[src/rtl/dmux_pkg.sv]
// Shared constants and types for the four-way stream demultiplexer.
// Optional per-channel delivery counters are enabled by DMUX_COUNT_EN.
package dmux_pkg;

  localparam int NUM_CH    = 4;
  localparam int DEF_WIDTH = 16;

  typedef logic [1:0] sel_t;

endpackage

[src/rtl/dmux_slot.sv]
// One-entry output slot: valid flag, data register and, with DMUX_COUNT_EN,
// a wrapping count of words drained by the consumer.
module dmux_slot
  import dmux_pkg::*;
#(
  parameter int WIDTH = DEF_WIDTH
`ifdef DMUX_COUNT_EN
  ,
  parameter int CNT_W = 8
`endif
) (
  input  logic             clk,
  input  logic             rst_n,
  input  logic             wr_en,
  input  logic [WIDTH-1:0] wr_data,
  input  logic             rd_ready,
  output logic             valid,
  output logic [WIDTH-1:0] data
`ifdef DMUX_COUNT_EN
  ,
  output logic [CNT_W-1:0] cnt
`endif
);

  logic             valid_q, valid_d;
  logic [WIDTH-1:0] data_q, data_d;
  logic             drain;

  assign drain = valid_q && rd_ready;

  // A write wins over a drain so a full slot refills with no bubble.
  always_comb begin
    valid_d = valid_q;
    data_d  = data_q;
    if (wr_en) begin
      valid_d = 1'b1;
      data_d  = wr_data;
    end else if (drain) begin
      valid_d = 1'b0;
    end
  end

  always_ff @(posedge clk or negedge rst_n) begin
    if (!rst_n) begin
      valid_q <= 1'b0;
      data_q  <= '0;
    end else begin
      valid_q <= valid_d;
      data_q  <= data_d;
    end
  end

  assign valid = valid_q;
  assign data  = data_q;

`ifdef DMUX_COUNT_EN
  logic [CNT_W-1:0] cnt_q, cnt_d;

  always_comb begin
    cnt_d = cnt_q;
    if (drain) cnt_d = cnt_q + 1'b1;
  end

  always_ff @(posedge clk or negedge rst_n) begin
    if (!rst_n) cnt_q <= '0;
    else        cnt_q <= cnt_d;
  end

  assign cnt = cnt_q;
`endif

endmodule

[src/rtl/dmux4way_16bit_stream.sv]
// Routes a valid/ready input stream to one of four one-entry output slots.
// Define DMUX_COUNT_EN to add the cnt0..cnt3 delivery counters.
module dmux4way_16bit_stream
  import dmux_pkg::*;
#(
  parameter int WIDTH = DEF_WIDTH,
  parameter int CNT_W = 8
) (
  input  logic             clk,
  input  logic             rst_n,
  input  logic [WIDTH-1:0] in_data,
  input  sel_t             in_sel,
  input  logic             in_valid,
  output logic             in_ready,
  output logic [WIDTH-1:0] out0_data,
  output logic [WIDTH-1:0] out1_data,
  output logic [WIDTH-1:0] out2_data,
  output logic [WIDTH-1:0] out3_data,
  output logic             out0_valid,
  output logic             out1_valid,
  output logic             out2_valid,
  output logic             out3_valid,
  input  logic             out0_ready,
  input  logic             out1_ready,
  input  logic             out2_ready,
  input  logic             out3_ready
`ifdef DMUX_COUNT_EN
  ,
  output logic [CNT_W-1:0] cnt0,
  output logic [CNT_W-1:0] cnt1,
  output logic [CNT_W-1:0] cnt2,
  output logic [CNT_W-1:0] cnt3
`endif
);

  logic [NUM_CH-1:0] slot_valid;
  logic [NUM_CH-1:0] slot_ready;
  logic [NUM_CH-1:0] wr_en;
  logic [WIDTH-1:0]  slot_data [NUM_CH];
`ifdef DMUX_COUNT_EN
  logic [CNT_W-1:0]  slot_cnt  [NUM_CH];
`endif

  assign slot_ready = {out3_ready, out2_ready, out1_ready, out0_ready};

  // Selected slot can take a word if empty or draining this cycle.
  assign in_ready = !slot_valid[in_sel] || slot_ready[in_sel];

  always_comb begin
    wr_en = '0;
    if (in_valid && in_ready) wr_en[in_sel] = 1'b1;
  end

  for (genvar i = 0; i < NUM_CH; i++) begin : g_slot
    dmux_slot #(
      .WIDTH (WIDTH)
`ifdef DMUX_COUNT_EN
      ,
      .CNT_W (CNT_W)
`endif
    ) u_slot (
      .clk      (clk),
      .rst_n    (rst_n),
      .wr_en    (wr_en[i]),
      .wr_data  (in_data),
      .rd_ready (slot_ready[i]),
      .valid    (slot_valid[i]),
      .data     (slot_data[i])
`ifdef DMUX_COUNT_EN
      ,
      .cnt      (slot_cnt[i])
`endif
    );
  end

  assign out0_valid = slot_valid[0];
  assign out1_valid = slot_valid[1];
  assign out2_valid = slot_valid[2];
  assign out3_valid = slot_valid[3];
  assign out0_data  = slot_data[0];
  assign out1_data  = slot_data[1];
  assign out2_data  = slot_data[2];
  assign out3_data  = slot_data[3];

`ifdef DMUX_COUNT_EN
  assign cnt0 = slot_cnt[0];
  assign cnt1 = slot_cnt[1];
  assign cnt2 = slot_cnt[2];
  assign cnt3 = slot_cnt[3];
`endif

endmodule

[config.mk]
export PLATFORM = sky130hd
export DESIGN_NAME = dmux4way_16bit_stream
export DESIGN_NICKNAME = d
export VERILOG_FILES = /design/src/rtl/dmux_pkg.sv /design/src/rtl/dmux_slot.sv /design/src/rtl/dmux4way_16bit_stream.sv
export SDC_FILE = /design/constraint.sdc
export NUM_CORES = 1
export LEC_CHECK = 0
export BUFFER_PORTS_ARGS = -buffer_cell sky130_fd_sc_hd__buf_2
export CORE_AREA = 3 3 80 82
export DETAILED_ROUTE_END_ITERATION = 10
export DIE_AREA = 0 0 83 85
export PLACE_DENSITY = 0.78
export RECOVER_POWER = 50
export SETUP_SLACK_MARGIN = 0.1
export SKIP_LAST_GASP = 1
export SLEW_MARGIN = 20
export SYNTH_ARGS = -nofsm -noshare
export SYNTH_HDL_FRONTEND = slang
export SYNTH_SLANG_ARGS = --single-unit
export TNS_END_PERCENT = 50
[constraint.sdc]
create_clock -name clk -period 3.5 [get_ports clk]
set_input_delay 0.875 -clock clk [delete_from_list [all_inputs] [get_ports clk]]
set_output_delay 0.875 -clock clk [all_outputs]
set_load 0.05 [all_outputs]
==> metrics.csv, run 1 <==
stage;metric;value;unit
global_route;grt_overflow;0;
routing;post_drt_wl_per_cell;16.0;um
placed_design;place_congestion;0.838;
worst_setup_path;slowest_stage;mux4_2;
clock_network;cts_root_buf;clkbuf_8;
finish;fillers;502;
routing;via_per_inst;4.89;
timing;fin_crit_sh;79.8;%
logic_synthesis;synth_xor_area_share;0;%
finish;final_layout_size_suffix_gt1_share;61.2;%
timing;setup_viol;0;
worst_setup_path;worstPathRequired;2.62;ns
worst_setup_path;critical_path.max_fanout;7;
routing;drtPass1Iterations;3;
routing;ant_nets;0;
timing;skew;0.00574;ns
floorplan;dieHeight;85;um
floorplan;ios;94;
timing;fin_setup_tns;0;ns
clock_network;worst_setup_hold_path_clk_slew;0.06;ns
clock_network;cts-htree-levels;3;
clock_network;clockBufferDepth;2;
logic_synthesis;ys_seq_area_share;64.1;%
placed_design;pre_cts_ws;0.764;ns
floorplan;coreArea;5820;um^2
worst_setup_path;cp_num_buf_inv;2;
worst_setup_path;start_kind;input port;
routing;routed_wl;5.32;mm
clock_network;clock_sinks;68;
placed_design;portBuffers;93;
floorplan;die_x;83;um
clock_network;cts_resized;0;
logic_synthesis;syn_area;2660;um^2
global_route;grt_pass1_vias;1718;
placed_design;placed_cells;321;
logic_synthesis;syn_inst;156;
timing;setup_ws;0.706;ns
logic_synthesis;yosys.cell_types.count;17;
finish;mostFrequentLayoutCells;92 x buf_2, 68 x dfrtp_1, 39 x mux2_2;
global_route;grt_pass1_wl;8.98;mm
timing;period_minus_slack;2.79;ns
clock_network;post-cts-setup-buffers;0;
timing;tightestPinTransition;1.63;ns
worst_setup_path;path_cells;clkbuf_1 > mux4_2 > buf_2;
worst_setup_path;crit_arrival;1.92;ns
timing;max_slew_margin;-8.81;%
placed_design;dpl.hpwl;3.78;mm
logic_synthesis;synth_simple_gate_area_share;4.10;%
clock_network;worst_skew_pair.late_latency;0.32;ns
finish;layout.cells.most_common;buf_2;
timing;finalMaxSlewViolations;69;
worst_setup_path;critPathCaptureType;output pin;
pwr;p_leak;0.00162;uW
finish;area_growth;24.8;%
logic_synthesis;synth_top_family_by_area;multiplexers;
worst_setup_path;cp_top_family;multiplexers;
run_status;violations;max-capacitance violations, max-slew violations;
finish;final_nets;282;
logic_synthesis;ys_ff_latch;68;
logic_synthesis;syn_nets;181;
pwr;ir_worst_vdd;379;uV
timing;max_freq;358;MHz
global_route;antenna_found_initial;0;
global_route;grt_max_degree;69;
pwr;cellPowerDensity;759;nW/um^2
routing;drtIter0Drc;35;
run_status;status;complete, but fails checks;
clock_network;cts_inserted_buffers;9;
finish;finalNonFillerCells;333;
routing;vias;1629;
job;maxCapViolCount;1;
worst_setup_path;max_stage_delay;0.54;ns
floorplan;start_util;45.7;%
logic_synthesis;synth_compound_area_share;0.189;%
timing;grt_setup_unrepaired;no;
finish;antenna_cells;0;
floorplan;row_count;28;
logic_synthesis;synth_fa_ha_area_share;0;%
logic_synthesis;synth.area.mux_share;29.4;%
hold_path;holdCritPathClass;reg -> reg;
logic_synthesis;ys_warn_count;0;
routing;drc;0;
clock_network;cts_tree;yes;
timing;hold_viol_final;0;
global_route;track_usage;16.1;%
clock_network;hold_buffers;0;
floorplan;die_area;7060;um^2
logic_synthesis;avgSynthCellArea;17.0;um^2
worst_setup_path;criticalPathCategory;in -> out;
-- cells in the mapped netlist, drive strengths merged --
cell	count	area [um^2]
nand2b	4	25.0
nand2	5	18.8
nor2b	2	15.0
nor3b	1	18.8
buf	7	58.8
nand3	1	5.00
o21ai	1	5.00
mux2	64	758
and3	1	6.26
dfrtp	68	1700
mux4	1	22.5
nand3b	1	20.0
-- cells by family (layout without fill, tap and decap cells) --
group	Yosys count	in the layout
flip-flops	68	68
multiplexers	65	65
AND/OR/NAND/NOR	15	15
buffers and inverters	7	109
AO/OA/AOI/OAI	1	1
-- worst reg2reg max path, cell delays in order, from the launching register on --
cell and delay (ns):
dfrtp_1 0.38, nand2b_1 0.10, nor3b_4 0.17, clkbuf_1 0.81
mux2_2 0.42
-- power by group --
part | total [uW] | leakage (uW) | switching (uW) | internal, uW
combinational | 987 | 0.000732 | 735 | 252
clock | 507 | 0.0000743 | 245 | 261
sequential | 1020 | 0.000810 | 75.4 | 946
-- area by class of cell --
| class | count | area, um^2 | share of cell area, % |
|---|---|---|---|
| clock buffers | 12 | 145 | 4.38 |
| multi-input cells | 81 | 885 | 26.7 |
| flip-flops and latches | 68 | 1700 | 51.4 |
| well taps | 75 | 93.8 | 2.83 |
| repair buffers | 97 | 488 | 14.7 |
-- path summary, 6_finish.rpt --
check | start | end | slack [ns] | cells after the start
max reg2reg | g_slot[1].u_slot.valid | g_slot[1].u_slot.data[0] | 1.51 | 4
min in group asynchronous | rst_n | g_slot[3].u_slot.data[4] | 1.05 | 2
min | g_slot[1].u_slot.data[14] | g_slot[1].u_slot.data[14] | 0.48 | 1
max | in_sel[1] | in_ready | 0.71 | 3
max in group asynchronous | rst_n | g_slot[1].u_slot.data[5] | 1.48 | 2
min reg2reg | g_slot[1].u_slot.data[14] | g_slot[1].u_slot.data[14] | 0.48 | 1
-- state kept, by name, indices dropped and copies added, names as in the netlist --
| register | count |
|---|---|
| g_slot.u_slot.valid | 4 |
| g_slot.u_slot.data | 64 |
-- per-layer routing --
layer  wire length, um  track usage (%)
met4               158             9.51
met1              2250             19.9
met3               246             3.30
met2              2670             26.2
met5                 0                0
-- per-stage QoR --
stage / power (uW) / area, um^2 / utilization [%] / hold slack [ns]
after floorplan: 1780 / 2660 / - / 0.579
after global placement: 2020 / 3190 / 54.8 / 0.465
after detailed placement: 2040 / 3190 / 54.8 / 0.470
after CTS: 2550 / 3330 / 57.3 / 0.485
after global routing: 2640 / 3310 / 57.0 / 0.503
final: 2520 / 3310 / 57.0 / 0.480
(Power assumes the default switching activity.)
==> inputs of run 2 (changes only) <==
clock period = 2.7 ns   (was 3.5 ns; I/O delays follow)
==> metrics.csv, run 2 (synthesized netlist as in run 1, its figures left out) <==
stage;metric;value;unit
timing;tightestPinTransition;1.61;ns
clock_network;clock_sinks;68;
pwr;p_clk_share;23.2;%
global_route;track_usage;16.6;%
global_route;antenna_found_initial;0;
finish;final_nets;282;
clock_network;worst_setup_hold_path_clk_slew;0.07;ns
finish;postLayoutCoreUtil;57.6;%
worst_setup_path;crit_arrival;1.64;ns
pwr;cellPowerDensity;1010;nW/um^2
timing;grt_setup_unrepaired;no;
timing;hold_viol_final;0;
clock_network;cts_tree;yes;
pwr;p_int;2000;uW
placed_design;dpl.hpwl;3.85;mm
timing;fin_crit_sh;85.9;%
finish;mostFrequentLayoutCells;91 x buf_2, 68 x dfrtp_1, 39 x mux2_2;
finish;final_layout_size_suffix_gt1_share;59.8;%
placed_design;placed_cells;321;
clock_network;post-cts-setup-buffers;0;
floorplan;die_area;7060;um^2
finish;layout.cells.most_common;buf_2;
job;maxCapViolCount;1;
clock_network;cts-htree-levels;3;
timing;finalMaxSlewViolations;30;
floorplan;start_util;45.7;%
worst_setup_path;critical_path.max_fanout;3;
run_status;violations;max-capacitance violations, max-slew violations;
finish;antenna_cells;0;
timing;setup_viol;0;
clock_network;worst_skew_pair.late_latency;0.33;ns
timing;fin_setup_tns;0;ns
routing;post_drt_wl_per_cell;16.2;um
clock_network;cts_root_buf;clkbuf_8;
routing;ant_nets;0;
pwr;combPwrFrac;37.6;%
global_route;grt_pass1_vias;1798;
pwr;finalPower;3400;uW
finish;area_growth;26.1;%
floorplan;ios;94;
routing;drc;0;
clock_network;clockBufferDepth;2;
worst_setup_path;critPathCaptureType;output pin;
pwr;ir_worst_vdd;469;uV
worst_setup_path;r2r_slack;0.66;ns
global_route;grt_overflow;0;
floorplan;die_x;83;um
placed_design;place_congestion;0.814;
timing;max_slew_margin;-7.59;%
clock_network;hold_buffers;0;
hold_path;holdCritPathClass;reg -> reg;
clock_network;cts_inserted_buffers;9;
finish;finalNonFillerCells;336;
pwr;switching_share;41.1;%
pwr;pwr-share-seq;39.2;%
finish;largest_reg_flops;64;
global_route;grt_max_degree;40;
global_route;grt_pass1_wl;9.23;mm
pwr;p_leak;0.00163;uW
clock_network;cts_resized;0;
floorplan;row_count;28;
timing;max_freq;431;MHz
timing;period_minus_slack;2.32;ns
run_status;status;complete, but fails checks;
worst_setup_path;worstPathRequired;2.03;ns
finish;final_area;3350;um^2
pwr;netSwitchingPower;1400;uW
worst_setup_path;criticalPathCategory;in -> out;
floorplan;dieHeight;85;um
routing;drtIter0Drc;48;
floorplan;coreArea;5820;um^2
placed_design;portBuffers;93;
routing;vias;1653;
routing;via_per_inst;4.92;
worst_setup_path;start_kind;input port;
timing;skew;0.00968;ns
routing;routed_wl;5.43;mm
placed_design;place_area;3200;um^2
routing;drtPass1Iterations;4;
## run 2: cell types whose count changed in the layout (fill, tap and decap cells not counted), sizes merged
cell    previous run  this run
bufinv             0         1
clkbuf            15        17
buf               94        93
clkinv             0         1
## run 2: per-layer routing
metal	up-vias	global-route usage [%]	part of all wire (%)
li1	747	-	-
met1	858	19.2	41
met2	42	29.2	53
met3	6	4.27	4.2
met4	0	7.28	1.5
met5	-	0	0
## run 2: path summary, 6_finish.rpt
check,from,endpoint,cells past startpoint
min,g_slot[1].u_slot.data[15],g_slot[1].u_slot.data[15],1
max in group asynchronous,rst_n,g_slot[2].u_slot.data[3],1
min reg2reg,g_slot[1].u_slot.data[15],g_slot[1].u_slot.data[15],1
max,out3_ready,in_ready,4
min in group asynchronous,rst_n,g_slot[1].u_slot.data[2],1
max reg2reg,g_slot[1].u_slot.valid,g_slot[1].u_slot.data[2],4
## run 2: stage by stage
| step | hold WS (ns) | worst slack, ns |
|---|---|---|
| global route | 0.504 | 0.348 |
| detailed placement | 0.469 | 0.339 |
| floorplan | 0.379 | 0.521 |
| global placement | 0.465 | 0.385 |
| finish | 0.484 | 0.381 |
| CTS | 0.399 | 0.335 |
## run 2: final cells by class
type	count	area, um^2
fill	508	2470
sequential	68	1700
multi-input combinational	81	871
timing repair buffer	97	498
clock buffer	13	149
tap	75	93.8
clock inverter	2	35.0
## run 2: power groups by stage
stage	Clock, uW	Combinational [uW]	Sequential [uW]
6_report	789	1280	1330
5_1_grt	859	1330	1360
2_1_floorplan	0	229	2080
3_3_place_gp	0	1280	1340
3_5_place_dp	0	1290	1350
4_1_cts	816	1300	1330
## run 2: worst max-delay path, stage by stage
cell	delay, ns
buf_2	0.09
nand2b_1	0.16
mux4_2	0.48
buf_2	0.23
==> inputs of run 3 (changes only) <==
CORE_AREA = 3 3 90 84   (was 3 3 80 82)
DIE_AREA = 0 0 93 87   (was 0 0 83 85)
PLACE_DENSITY = 0.69   (was 0.78)
==> metrics.csv, run 3 (synthesized netlist as in run 1, its figures left out) <==
stage;metric;value;unit
job;maxCapViolCount;1;
worst_setup_path;worstPathRequired;2.03;ns
timing;max_slew_margin;-13.9;%
timing;hold_viol_final;0;
timing;skew;0.00890;ns
worst_setup_path;criticalPathCategory;in -> out;
finish;final_nets;283;
floorplan;ios;94;
routing;ant_nets;0;
worst_setup_path;critPathCaptureType;output pin;
clock_network;clockBufferDepth;2;
timing;setup_viol;0;
global_route;antenna_found_initial;0;
routing;post_drt_wl_per_cell;15.7;um
run_status;violations;max-capacitance violations, max-slew violations;
hold_path;holdCritPathClass;reg -> reg;
routing;drtPass1Iterations;4;
pwr;p_leak;0.00163;uW
timing;fin_crit_sh;89.1;%
floorplan;dieHeight;87;um
finish;area_growth;27.5;%
clock_network;cts_tree;yes;
routing;routed_wl;5.54;mm
worst_setup_path;start_kind;input port;
global_route;grt_overflow;0;
clock_network;cts_resized;0;
finish;antenna_cells;0;
routing;vias;1638;
clock_network;hold_buffers;0;
worst_setup_path;crit_arrival;1.73;ns
routing;via_per_inst;4.64;
routing;drc;0;
finish;finalNonFillerCells;353;
floorplan;start_util;40.3;%
pwr;cellPowerDensity;1010;nW/um^2
worst_setup_path;max_stage_delay;0.54;ns
floorplan;die_area;8090;um^2
floorplan;die_x;93;um
clock_network;cts-htree-levels;3;
timing;finalMaxSlewViolations;33;
placed_design;placed_cells;337;
worst_setup_path;critical_path.max_fanout;7;
global_route;grt_pass1_wl;9.06;mm
timing;tightestPinTransition;1.71;ns
clock_network;cts_inserted_buffers;9;
worst_setup_path;path_cells;clkbuf_1 > mux4_2 > buf_2;
clock_network;cts_root_buf;clkbuf_8;
global_route;grt_max_degree;33;
timing;grt_setup_unrepaired;no;
timing;period_minus_slack;2.40;ns
global_route;grt_pass1_vias;1767;
routing;drtIter0Drc;45;
finish;final_layout_size_suffix_gt1_share;60.8;%
placed_design;portBuffers;93;
clock_network;worst_setup_hold_path_clk_slew;0.07;ns
finish;fillers;628;
placed_design;dpl.hpwl;3.93;mm
timing;fin_setup_tns;0;ns
finish;mostFrequentLayoutCells;90 x buf_2, 68 x dfrtp_1, 39 x mux2_2;
worst_setup_path;slowest_stage;mux4_2;
run_status;status;complete, but fails checks;
floorplan;row_count;28;
clock_network;post-cts-setup-buffers;0;
clock_network;clock_sinks;68;
floorplan;coreArea;6590;um^2
finish;layout.cells.most_common;buf_2;
placed_design;place_congestion;0.713;
global_route;track_usage;14.6;%
clock_network;worst_skew_pair.late_latency;0.33;ns
pwr;ir_worst_vdd;372;uV
finish;largest_reg_flops;64;
timing;max_freq;416;MHz
[run 3: per-stage QoR]
stage	utilization [%]	setup WS (ns)	hold WS, ns	instance area (um^2)	power (uW)
after floorplan	-	0.521	0.379	2660	2310
after global placement	48.8	0.386	0.464	3210	2630
after detailed placement	48.8	0.367	0.469	3210	2640
after CTS	51.9	0.364	0.410	3420	3480
after global routing	51.4	0.239	0.505	3390	3590
final	51.4	0.295	0.484	3390	3430
[run 3: worst paths after layout]
| kind | startpoint | to | slack [ns] | cells after the start |
|---|---|---|---|---|
| worst min-delay path | g_slot[3].u_slot.data[13] | g_slot[3].u_slot.data[13] | 0.48 | 1 |
| worst max-delay path | in_sel[1] | in_ready | 0.30 | 3 |
| min in group asynchronous | rst_n | g_slot[3].u_slot.data[1] | 0.79 | 1 |
| worst min register to register | g_slot[3].u_slot.data[13] | g_slot[3].u_slot.data[13] | 0.48 | 1 |
| max in group asynchronous | rst_n | g_slot[1].u_slot.data[6] | 0.62 | 2 |
| worst max register to register | g_slot[1].u_slot.valid | g_slot[1].u_slot.data[1] | 0.68 | 4 |
[run 3: routing by layer]
metal  wire length, um  vias to the layer above  track usage [%]
met1              2360                      831             17.9
met2              2850                       42             24.3
li1                  -                      755                -
met3               209                       10             4.15
met4               123                        0             6.26
met5                 0                        -                0
[run 3: final cells by class]
class | count | area (um^2) | area share [%]
sequential | 68 | 1700 | 50.3
clock inverter | 5 | 61.3 | 1.81
tap | 90 | 113 | 3.33
clock buffer | 11 | 141 | 4.18
multi-input combinational | 81 | 882 | 26.1
timing repair buffer | 98 | 487 | 14.4
[run 3: critical path, delay by kind of cell]
family / cells / cell delay (ns)
muxes: 1 / 0.54
buffers and inverters: 2 / 0.51
[run 3: report_power, final]
part | internal, uW | total (uW) | switching (uW)
sequential | 1230 | 1320 | 98.2
clock | 453 | 824 | 371
combinational | 326 | 1280 | 955
